==> src/rtl/n_bit_up_counter_if.sv <==
// n_bit_up_counter_if -- control/status bundle for n_bit_up_counter.
//   Parameter N     : counter width in bits (N >= 2).
//   en              : count enable.
//   load / load_val : synchronous load strobe and the value to load.
//   max_val         : terminal count, the highest value the counter reaches.
//   wrap_en         : 1 = wrap to 0 after max_val, 0 = saturate at max_val.
//   count_out       : registered counter value.
//   done            : high while count_out >= max_val (combinational).
//   wrap_pulse      : one-cycle pulse after each wrap to 0.
//   ovf             : sticky flag, increment attempted while saturated.
// The master modport drives the controls; the slave modport is the counter.
interface n_bit_up_counter_if #(
  parameter int unsigned N = 3
);
  logic         en;
  logic         load;
  logic [N-1:0] load_val;
  logic [N-1:0] max_val;
  logic         wrap_en;
  logic [N-1:0] count_out;
  logic         done;
  logic         wrap_pulse;
  logic         ovf;

  modport master (
    output en, load, load_val, max_val, wrap_en,
    input  count_out, done, wrap_pulse, ovf
  );

  modport slave (
    input  en, load, load_val, max_val, wrap_en,
    output count_out, done, wrap_pulse, ovf
  );
endinterface

==> src/rtl/n_bit_up_counter.sv <==
// n_bit_up_counter -- up counter with programmable terminal count.
//   clk : clock, all state updates on the rising edge.
//   rst : synchronous, active-high reset (clears count, wrap_pulse, ovf).
//   bus : n_bit_up_counter_if slave modport carrying the enable, load,
//         load value, terminal count, wrap mode and the count/status outputs.
// Per-edge priority is rst > load > en > hold.
module n_bit_up_counter #(
  parameter int unsigned N = 3
) (
  input logic               clk,
  input logic               rst,
  n_bit_up_counter_if.slave bus
);

  localparam logic [N-1:0] ONE = N'(1);

  logic [N-1:0] count_q;
  logic         wrap_q;
  logic         ovf_q;

  logic         at_max;
  logic [N-1:0] load_clamped;

  always_comb begin
    // ">=" rather than "==" so a max_val lowered under the current count
    // is treated as terminal immediately.
    at_max       = (count_q >= bus.max_val);
    load_clamped = (bus.load_val > bus.max_val) ? bus.max_val : bus.load_val;
  end

  always_ff @(posedge clk) begin
    if (rst) begin
      count_q <= '0;
      wrap_q  <= 1'b0;
      ovf_q   <= 1'b0;
    end else if (bus.load) begin
      count_q <= load_clamped;
      wrap_q  <= 1'b0;
      ovf_q   <= 1'b0;
    end else if (bus.en) begin
      if (!at_max) begin
        // Increment only happens below max_val, so it can never carry out.
        count_q <= count_q + ONE;
        wrap_q  <= 1'b0;
      end else if (bus.wrap_en) begin
        count_q <= '0;
        wrap_q  <= 1'b1;
      end else begin
        wrap_q  <= 1'b0;
        ovf_q   <= 1'b1;
      end
    end else begin
      wrap_q <= 1'b0;
    end
  end

  assign bus.count_out  = count_q;
  assign bus.wrap_pulse = wrap_q;
  assign bus.ovf        = ovf_q;
  assign bus.done       = at_max;

endmodule
==> src/flat_wrapper.sv <==
// flat-port wrapper written by rule: the top's interface ports become plain ports
module n_bit_up_counter_flat 
#(
  parameter int unsigned N = 3
)
  (clk, rst, bus_en, bus_load, bus_load_val, bus_max_val, bus_wrap_en, bus_count_out, bus_done, bus_wrap_pulse, bus_ovf);
  n_bit_up_counter_if #(.N(N)) bus_i ();
  input logic clk;
  input logic rst;
  input wire logic [$bits(bus_i.en)-1:0] bus_en;
  input wire logic [$bits(bus_i.load)-1:0] bus_load;
  input wire logic [$bits(bus_i.load_val)-1:0] bus_load_val;
  input wire logic [$bits(bus_i.max_val)-1:0] bus_max_val;
  input wire logic [$bits(bus_i.wrap_en)-1:0] bus_wrap_en;
  output wire logic [$bits(bus_i.count_out)-1:0] bus_count_out;
  output wire logic [$bits(bus_i.done)-1:0] bus_done;
  output wire logic [$bits(bus_i.wrap_pulse)-1:0] bus_wrap_pulse;
  output wire logic [$bits(bus_i.ovf)-1:0] bus_ovf;
  assign bus_i.en = bus_en;
  assign bus_i.load = bus_load;
  assign bus_i.load_val = bus_load_val;
  assign bus_i.max_val = bus_max_val;
  assign bus_i.wrap_en = bus_wrap_en;
  assign bus_count_out = bus_i.count_out;
  assign bus_done = bus_i.done;
  assign bus_wrap_pulse = bus_i.wrap_pulse;
  assign bus_ovf = bus_i.ovf;
  n_bit_up_counter #(.N(N)) u_core (.clk(clk), .rst(rst), .bus(bus_i));
endmodule
==> config.mk <==
export PLATFORM = sky130hd
export DESIGN_NAME = n_bit_up_counter_flat
export DESIGN_NICKNAME = d
export VERILOG_FILES = /design/src/rtl/n_bit_up_counter_if.sv /design/src/rtl/n_bit_up_counter.sv /design/src/flat_wrapper.sv
export SDC_FILE = /design/constraint.sdc
export NUM_CORES = 1
export LEC_CHECK = 0
export BUFFER_PORTS_ARGS = -buffer_cell sky130_fd_sc_hd__buf_2
export CAP_MARGIN = 25
export CORE_AREA = 2 2 39 41
export CTS_CLUSTER_DIAMETER = 60
export DETAILED_ROUTE_END_ITERATION = 10
export DIE_AREA = 0 0 41 43
export PLACE_DENSITY = 0.72
export SLEW_MARGIN = 20
export SYNTH_ARGS = -nofsm -noshare
export SYNTH_HDL_FRONTEND = slang
export SYNTH_SLANG_ARGS = --single-unit
==> constraint.sdc <==
create_clock -name clk -period 1.5 [get_ports clk]
set_clock_uncertainty 0.15 [all_clocks]
set_input_delay 0.15 -clock clk [delete_from_list [all_inputs] [get_ports clk]]
set_output_delay 0.15 -clock clk [all_outputs]
set_load 0.005 [all_outputs]
Word level (Yosys, flattened, before mapping)
Index checks and enable logic that the tools add are counted.
Widths: inputs -> output; s select.
Storage, ports and cells
  register bits: 5
  input port bits: 11
  output and inout bits: 6
  word-level logic and storage cells: 21
Cells by class
  add/sub/neg operators: 1
  order comparisons: 2
  equal/unequal tests: 1
  muxes and demuxes: 6
  bitwise gates (word level): 3
  reductions and logical operators: 5
Operators by type and width (count)
  $mux 3: 5
  $reduce_or 4->1: 1
  $add 3x1->3 const B: 1
  $ge 3x3->1: 1
  $gt 3x3->1: 1
  $ne 3x3->1 const B: 1
  $not 1->1: 3
  $reduce_and 3->1: 1
  $reduce_and 2->1: 1
  $reduce_bool 2->1: 1
  $reduce_or 2->1: 1
  $mux 1: 1

Longest topological paths before layout
Gate-level depths: netlist of the first run.
  word-level depth: 4
  depth in mapped cells: 7
  gate-level depth less buffers: 7

Worst setup path before layout of the first run
Ideal clock, no wire load.
  path kind: flip-flop to flip-flop
  start: register u_core.count_q[0], in the netlist u_core.bus.count_out[0]
  end: register u_core.count_q[2], in the netlist u_core.bus.count_out[2]
  arrival: 1545 ps
  required time: 1271 ps
  slack: -274 ps
  cell stages (with the launch flop): 8
  buffers on the path: 0
  period minus slack after synthesis: 1774 ps
  path through: dfxtp_1 inv_1 ha_1 nor2b_4 o21ai_2 a21boi_1 o221a_2 a211oi_2
On the way
  longest elaborated chain between the ends: 4
Ends and longest elaborated chain
  from (decl): RTL line n_bit_up_counter.sv:17  | logic [N-1:0] count_q;
  from (signal assigned): RTL line n_bit_up_counter.sv:37  | count_q <= load_clamped;
  from (signal assigned): RTL line n_bit_up_counter.sv:43  | count_q <= count_q + ONE;
  $ge 3x3->1 (*): RTL line n_bit_up_counter.sv:27  | at_max = (count_q >= bus.max_val);
  named net bus_done: RTL line flat_wrapper.sv:16  | output wire logic [$bits(bus_i.done)-1:0] bus_done;
  $mux 3: RTL line n_bit_up_counter.sv:41  | if (!at_max) begin
  $mux 3: RTL line n_bit_up_counter.sv:40  | end else if (bus.en) begin
  $mux 3: RTL line n_bit_up_counter.sv:36  | end else if (bus.load) begin
The timed path passes the listed nets; every way through them passes the cells marked *. The select of a mux whose other input is x is not followed.
A chain may end at the register's enable or synchronous reset.

Worst setup path after layout of the first run
  start: register u_core.count_q[0], in the netlist u_core.bus.count_out[0]
  end: output port bus_done
On the way
  longest elaborated chain between the ends: 1
Ends and longest elaborated chain (RTL line)
  $ge 3x3->1: n_bit_up_counter.sv:27
  to (decl): flat_wrapper.sv:16
No other way between the ends.

==> run metrics, run 1 <==
Starting DRT DRC Count 3; Flop pwr share 0.240; Slew @ Worst Pin between 200 and 250 ps; Post-synth top cells 8 x inv_1, 7 x ha_1, 7 x nand2_1; Final Non-Filler Cells 101; maxcap violations 0; port bufs 16; worst min path class input pin to flop; num ports 17; most numerous cell in the Yosys netlist inv_1; DIE HEIGHT 43 µm; mux contribution to synthesized area 0.0949; synth top area cells dfxtp_1 22%, ha_1 19%, inv_1 6.5%, nor2b_4 6.0%, nand2_1 5.7%; core area between 1000 and 1500 µm²; CP arrival roughly 1400 ps; layout cell share with drive strength beyond 1 0.671; post-synth top area share 0.217; leakage power just under 0.4 nW; Setup crit end kind output pin; Final Critical Period 1670 ps; crit-path cells inv_2 > ha_4 > nor2b_4 > o21ai_4 > buf_6 > buf_6; Vias 512; Syn Nets 70; ys flop type dfxtp_1; clock sink count 5; H-tree depth 1; CP peak stage delay roughly 320 ps; Syn Std Cell Area 462 µm²; final setup vio count 6; post-route ant nets 0; unrepaired setup endpoints after global routing true; synth warn 0; area fraction in compound gates after synthesis 0.244; Comb pwr share 0.520; worst hold slack between 30 and 40 ps; Num CTS Buffers 3; Final Hold Fails 0; XOR/XNOR Fraction of Synth Area 0; simple-gate portion of the synthesized area 0.179; internal power roughly 0.00044 W; nets 104; DP Cell Count between 90 and 100; Netlist cell types 22; Total Power 0.000664 W; total number of placement rows 14; GPL Wtd Cong around 0.73; vias in the first global route 505; CP required roughly 1200 ps; vias per inst 5.07; placed cell area approximately 730 µm²; CP Launch Type flop; All-Layer GR Usage 0.175; pwr/cell area between 700 and 800 nW/µm²; NetSw about 0.00022 W; largest area contributor in the netlist dfxtp_1; first-pass GRT wire length 2.07 mm; CP max FO 5; Yosys reg bits 5; Pre-antenna DRT Iters 3; Max Slew Vio Count 0; CP Class flop to output pin; FMAX 0.600 GHz; period utilization 1.11; largest net degree at the start of global routing 11; Clock transition at path regs roughly 40 ps; Finished Cell Area 856 µm²; Synth async-reset ratio 0; Clock Tree Root clkbuf_4; synth-to-layout area growth 85.4%; Syn Inst Count 52; CP max stage cell dfxtp_2; post-synthesis sequential area ratio 0.217; CP most frequent cell buf_6; initial antenna violation count 0; worst skew pair latency approximately 250 ps; global route total overflow 0; main combinational cell family by area after synthesis compound AO/OA/AOI/OAI gates; initial core utilization 0.334; die footprint 1760 µm²; EDFF count, synth 0; sw frac 0.332; Adder-Cell Fraction of Synth Area 0.190; Peak VDD IR around 0.54 mV; clock power share 0.240; # DRC 0; CTS tree built; Avg Inst Size Synth around 8.9 µm²; run status complete, but fails checks; Layout Utilization 0.618; n_diodes 0; Worst slew margin 0.845; failing checks setup timing; Routed WL per cell roughly 13 µm; dpl hpwl ~1 mm; maximum clock insertion buffer count 2; worst setup margin -166 ps; Die Width approximately 41 µm; final WL between 1 and 1.5 mm
==> area by class of cell <==
| type | instances | area, µm² |
|---|---|---|
| Tap cell | 16 | 20.0 |
| Multi-Input combinational cell | 38 | 445 |
| Clock buffer | 4 | 26.3 |
| Fill cell | 125 | 528 |
| Timing Repair Buffer | 30 | 218 |
| Sequential cell | 5 | 104 |
| Inverter | 8 | 42.5 |
==> repair_timing <==
item / 4_1_cts / 5_1_grt
hold endpoints to repair: 3 / 0
gates cloned: 0 / 0
pin swaps: 9 / 2
endpoints found under the setup margin: 5 / 6
resized for setup: 11 / 4
buffers inserted: 3 / 0
hold buffers: 1 / 0
==> power by group through the flow <==
| stage | registers (W) | logic, W | clock network [W] |
|---|---|---|---|
| 3_3_place_gp | 0.000160 | 0.000269 | 0 |
| 5_1_grt | 0.000160 | 0.000373 | 0.000173 |
| 2_1_floorplan | 0.000163 | 0.000171 | 0 |
| 6_report | 0.000159 | 0.000345 | 0.000160 |
| 3_5_place_dp | 0.000161 | 0.000278 | 0 |
| 4_1_cts | 0.000159 | 0.000329 | 0.000162 |
==> kinds of logic (layout without fill, tap and decap cells) <==
logic type,after synthesis,in the layout
AND/OR/NAND/NOR,15,15
AO/OA/AOI/OAI,12,12
buffers and inverters,9,42
adder cells (fa/ha/maj),7,7
flip-flops,5,5
multiplexers,4,4
==> path summary, 6_finish.rpt <==
kind | endpoint | cells after the start | from | slack (ps)
max | bus_done | 6 | u_core.bus.count_out[0] | -170
min | u_core.bus.wrap_pulse | 3 | bus_en | 30
max reg2reg | u_core.bus.count_out[2] | 7 | u_core.bus.count_out[0] | -150
min reg2reg | u_core.bus.ovf | 2 | u_core.bus.ovf | 380
==> cells in the final DEF, fill, tap and decap left out <==
cell | netlist | final
or3_1 | 1 | 1
nor2_1 | 3 | 3
dfxtp_2 | 0 | 3
clkbuf_1 | 0 | 1
dlygate4sd3_1 | 0 | 1
a31oi_1 | 2 | 1
inv_12 | 0 | 1
o21ai_4 | 0 | 1
mux2_4 | 0 | 1
o221a_2 | 1 | 1
nand2_1 | 7 | 5
a211oi_2 | 1 | 1
mux2_2 | 1 | 1
ha_4 | 0 | 5
nor4_2 | 0 | 1
ha_1 | 7 | 2
mux2_1 | 2 | 1
inv_2 | 0 | 1
a21boi_1 | 1 | 1
buf_2 | 1 | 13
dfxtp_1 | 5 | 2
o2111ai_1 | 1 | 1
nor3_1 | 1 | 1
a31oi_4 | 0 | 1
a311oi_1 | 2 | 1
buf_6 | 0 | 4
a32oi_2 | 1 | 1
clkbuf_4 | 0 | 3
buf_8 | 0 | 1
mux2i_1 | 1 | 1
a311oi_2 | 0 | 1
buf_4 | 0 | 11
o21ai_2 | 2 | 1
a21oi_4 | 0 | 1
inv_1 | 8 | 6
nor2b_4 | 2 | 2
nand2_4 | 0 | 1
nand2_2 | 0 | 1
==> sequential cells by signal, indices dropped and copies added (netlist names) <==
name                   count
u_core.bus.count_out       3
u_core.bus.ovf             1
u_core.bus.wrap_pulse      1
==> layer usage <==
layer / track usage / vias up / routed length (µm)
met5: 0 / - / 0
met4: 0.0600 / 0 / 10
met3: 0.0471 / 2 / 89
met2: 0.288 / 16 / 741
met1: 0.206 / 239 / 479
li1: - / 255 / -
==> stage by stage <==
stage | TNS (ps) | setup slack [ps]
6_report | -613 | -166
2_1_floorplan | -353 | -132
3_3_place_gp | -1140 | -368
5_1_grt | -1060 | -254
3_5_place_dp | -1290 | -389
4_1_cts | -655 | -159
==> critical path: cells and delay by family (launching register included) <==
kind,cells,cell delay (ps)
flops,1,320
buf+inv,3,260
fa+ha+maj,1,260
compound gates,1,230
simple gates,1,40
No activity file was read; power rests on OpenSTA's default activity.
==> run 2, diff against run 1 <==
--- a/config.mk
+++ b/config.mk
@@ -12,6 +12,7 @@
 export DETAILED_ROUTE_END_ITERATION = 10
 export DIE_AREA = 0 0 41 43
 export PLACE_DENSITY = 0.72
+export SKIP_CTS_REPAIR_TIMING = 1
 export SLEW_MARGIN = 20
 export SYNTH_ARGS = -nofsm -noshare
 export SYNTH_HDL_FRONTEND = slang
==> run metrics, run 2 (same netlist as run 1, synthesis figures left out) <==
total number of placement rows 14 (unchanged); Worst setup startpoint u_core.bus.count_out[2]; Finished Cell Area 836 µm² (-2.3%); CTS tree built; GR Util met1 0.177 (-0.0289); CP required 1500 ps (+300 ps); largest net degree at the start of global routing 11 (unchanged); Max Slew Vio Count 0 (unchanged); most frequent cells in the layout 14 x buf_2, 11 x buf_4, 6 x inv_1, 5 x nand2_1, 5 x ha_4; Clock transition at path regs 50 ps (about the same); met2 Resource Use GR 0.256 (-0.0313); global route hottest layer met2; CP Launch Type flop; Slew @ Worst Pin 222 ps (-9.72 ps); synth-to-layout area growth 81.0%; CP arrival 1660 ps (+290 ps); core area 1380 µm² (unchanged); nets 103 (-0.96%); placed cell area 726 µm² (unchanged); maxcap violations 0 (unchanged); initial core utilization 0.334 (unchanged); Starting DRT DRC Count 3 (unchanged); initial antenna violation count 0 (unchanged); layout cell share with drive strength beyond 1 0.679 (+0.00798); num ports 17 (unchanged); most common cell after layout, fill and taps aside buf_2; Setup crit end kind flop; Worst slew margin 0.852 (+0.00650); Largest register FFs 3 (unchanged); Vias 512 (unchanged); DIE HEIGHT 43 µm (unchanged); Peak VDD IR 0.476 mV (-12%); vias per inst 5.12 (+1.0%); maximum clock insertion buffer count 2 (unchanged); port bufs 16 (unchanged); CP Class flop to flop; hold_sp rst; GPL Wtd Cong 0.733 (unchanged); pwr/cell area 786 nW/µm² (+1.2%); FF-to-FF Start u_core.bus.count_out[2]; unrepaired setup endpoints after global routing true; global route total overflow 0 (unchanged); All-Layer GR Usage 0.156 (-0.0191); dpl hpwl 1.01 mm (unchanged); worst min path class input pin to flop; worst setup margin -161 ps (+4.78 ps); Routed WL per cell 13.7 µm (+4.4%); final WL 1.37 mm (+3.3%); H-tree depth 1 (unchanged); Multi-input gate area 445 µm² (unchanged); Final Hold Fails 0 (unchanged); n_diodes 0 (unchanged); Clock Tree Root clkbuf_4; CP max FO 5 (unchanged); Pre-antenna DRT Iters 3 (unchanged); worst skew pair latency 240 ps (about the same); FMAX 0.602 GHz (+0.29%); die footprint 1760 µm² (unchanged); grt met3 use 0.0471 (unchanged); failing checks setup timing; Final Critical Period 1660 ps (-4.78 ps); clock sink count 5 (unchanged); # DRC 0 (unchanged); vias in the first global route 458 (-9.3%); FF/Latch Area 104 µm² (unchanged); Die Width 41 µm (unchanged); period utilization 1.11 (-0.00319); leakage power 0.378 nW (-2.1%); run status complete, but fails checks; Setup WS pre-CTS -389 ps (unchanged); Num CTS Buffers 3 (unchanged); final setup vio count 6 (unchanged); post-route ant nets 0 (unchanged); fillers 127 (+1.6%); first-pass GRT wire length 1.83 mm (-12%)
-- run 2: area by class of cell --
cell class / count / area share
Tap cell: 16 / 0.0240
Multi-Input combinational cell: 38 / 0.533
Sequential cell: 5 / 0.124
Inverter: 8 / 0.0509
Clock buffer: 4 / 0.0314
Timing Repair Buffer: 29 / 0.237
-- run 2: final timing paths --
path	to	slack, ps	depth (start not counted)
max	u_core.bus.count_out[0]	-160	5
min	u_core.bus.count_out[2]	9	2
max reg2reg	u_core.bus.count_out[0]	-160	5
min reg2reg	u_core.bus.ovf	380	2
-- run 2: metrics by stage --
stage | total power, W | setup TNS, ps | utilization | std cells | hold WS [ps]
floorplan | 0.000334 | -353 | - | 52 | 64.7
global placement | 0.000429 | -1140 | 0.524 | 93 | 239
detailed placement | 0.000439 | -1290 | 0.524 | 93 | 240
CTS | 0.000600 | -679 | 0.543 | 97 | -19.7
global route | 0.000698 | -1040 | 0.604 | 100 | 15.5
finish | 0.000657 | -607 | 0.604 | 100 | 8.79
-- run 2: critical path: stages, from the launching register on --
cell and delay [ps]:
dfxtp_2 330, ha_4 230, a21oi_4 180, o21ai_4 110
or3_1 330, a311oi_2 230
-- run 2: metal layers --
| metal | vias up | wire length, µm |
|---|---|---|
| met5 | - | 0 |
| met1 | 242 | 508 |
| met2 | 16 | 754 |
| met4 | 0 | 10 |
| met3 | 2 | 92 |
| li1 | 252 | - |
-- run 2: report_power, final --
part	internal [W]	switching [W]	total (W)
clock network	0.000101	0.0000574	0.000158
logic	0.000190	0.000150	0.000340
registers	0.000147	0.0000116	0.000159
total	0.000438	0.000219	0.000657
==> run 3, diff against run 2 <==
--- a/config.mk
+++ b/config.mk
@@ -11,7 +11,7 @@
 export CTS_CLUSTER_DIAMETER = 60
 export DETAILED_ROUTE_END_ITERATION = 10
 export DIE_AREA = 0 0 41 43
-export PLACE_DENSITY = 0.72
+export PLACE_DENSITY = 0.7
 export SKIP_CTS_REPAIR_TIMING = 1
 export SLEW_MARGIN = 20
 export SYNTH_ARGS = -nofsm -noshare
==> constraint.sdc (replaced) <==
create_clock -name clk -period 1.8 [get_ports clk]
set_clock_uncertainty 0.15 [all_clocks]
set_input_delay 0.18 -clock clk [delete_from_list [all_inputs] [get_ports clk]]
set_output_delay 0.18 -clock clk [all_outputs]
set_load 0.005 [all_outputs]
==> run metrics, run 3 (same netlist as run 1, synthesis figures left out) <==
FMAX just under 0.6 GHz; CTS tree built; CP Class flop to output pin; Num CTS Buffers 3 (unchanged); Clock Tree Root clkbuf_4; Routed WL per cell 11.4 µm (-17%); Layout Utilization 0.516 (-0.0877); CP required 1470 ps (-30 ps); Final Critical Period 1730 ps; initial core utilization 0.334 (unchanged); DIE HEIGHT 43 µm (unchanged); worst hold slack 18.4 ps (+9.59 ps); Die Width 41 µm (unchanged); n_diodes 0 (unchanged); core area 1380 µm² (unchanged); final WL 1.12 mm (-18%); Pre-antenna DRT Iters 1 (-2); CP Launch Type flop; Setup crit end kind output pin; maximum clock insertion buffer count 2 (unchanged); Vias 483 (-5.7%); Starting DRT DRC Count 0 (-3); Worst slew margin 0.847 (-0.00498); final setup vio count 0 (-6); port bufs 16 (unchanged); layout cell share with drive strength beyond 1 0.524 (-0.154); die footprint 1760 µm² (unchanged); Bufs and invs on worst path 2 (+2); CP peak stage delay 330 ps (about the same); post-route ant nets 0 (unchanged); maxcap violations 0 (unchanged); CP max stage cell dfxtp_1; Max Slew Vio Count 0 (unchanged); crit-path cells ha_4 > nand2_2 > o21ai_4 > buf_4 > buf_2; clock sink count 5 (unchanged); most common cell after layout, fill and taps aside buf_2; dpl hpwl 856 µm (-15%); # DRC 0 (unchanged); GPL Wtd Cong 0.810 (+11%); fillers 147 (+16%); leakage power 0.349 nW (-7.7%); Clock transition at path regs 40 ps (about the same); nets 101 (-1.9%); initial antenna violation count 0 (unchanged); unrepaired setup endpoints after global routing false; Peak VDD IR 0.421 mV (-12%); largest net degree at the start of global routing 11 (unchanged); num ports 17 (unchanged); global route total overflow 0 (unchanged); synth-to-layout area growth 54.7%; CP max FO 5 (unchanged); vias per inst 4.93 (-3.7%); H-tree depth 1 (unchanged); worst skew pair latency 250 ps (about the same); Final Hold Fails 0 (unchanged); run status complete, no violations; Reg2Reg Setup Slack 120 ps (+280 ps); delay-heaviest family, CP flip-flops; vias in the first global route 453 (-1.1%); period utilization 0.959; most frequent cells in the layout 16 x buf_2, 11 x buf_4, 8 x inv_1, 6 x nand2_1; first-pass GRT wire length 1.73 mm (-5.3%); CP arrival 1400 ps (-260 ps); All-Layer GR Usage 0.149 (-0.00703); worst min path class input pin to flop; pwr/cell area 675 nW/µm² (-14%); total number of placement rows 14 (unchanged); Largest register FFs 3 (unchanged); Slew @ Worst Pin 230 ps (+8.30 ps)
run 3: cell count changes in the layout (fill, tap and decap cells not counted), sizes merged:
cell	change
buf	-2
run 3: worst register-to-register path: stages (launching register included):
cell      delay, ps
dfxtp_1         370
ha_4            230
a21oi_4         160
o21ai_4         100
or3_1           310
a311oi_1        270
run 3: final timing paths:
kind                           start                       to  depth (start not counted)
min reg2reg           u_core.bus.ovf           u_core.bus.ovf                          2
max reg2reg  u_core.bus.count_out[2]  u_core.bus.count_out[0]                          5
min                              rst  u_core.bus.count_out[2]                          2
max          u_core.bus.count_out[2]                 bus_done                          5
run 3: power breakdown:
part	internal [W]	switching, W	leakage (nW)
clock network	0.0000839	0.0000483	0.0150
logic	0.000121	0.000102	0.293
registers	0.000121	0.00000594	0.0411
run 3: per-layer routing:
layer,global-route usage,wire (µm)
met1,0.170,440
met2,0.231,582
met3,0.0628,76
met4,0.0600,17
met5,0,0
run 3: metrics by stage:
step	std cells	cell area (µm²)	power [W]	setup TNS [ps]	worst slack, ps
6_report	98	714	0.000482	0	74.0
5_1_grt	98	714	0.000522	0	17.0
2_1_floorplan	52	462	0.000237	0	25.7
4_1_cts	97	658	0.000458	0	18.0
3_3_place_gp	93	632	0.000313	-52.8	-44.5
3_5_place_dp	93	632	0.000319	-168	-99.3
run 3: final cells by class:
type                       instances  area [µm²]  area share
tap                               16        20.0      0.0280
sequential                         5         100       0.140
inverter                           8        30.0      0.0420
multi-input combinational         38         375       0.525
clock buffer                       4        26.3      0.0368
timing repair buffer              27         163       0.228
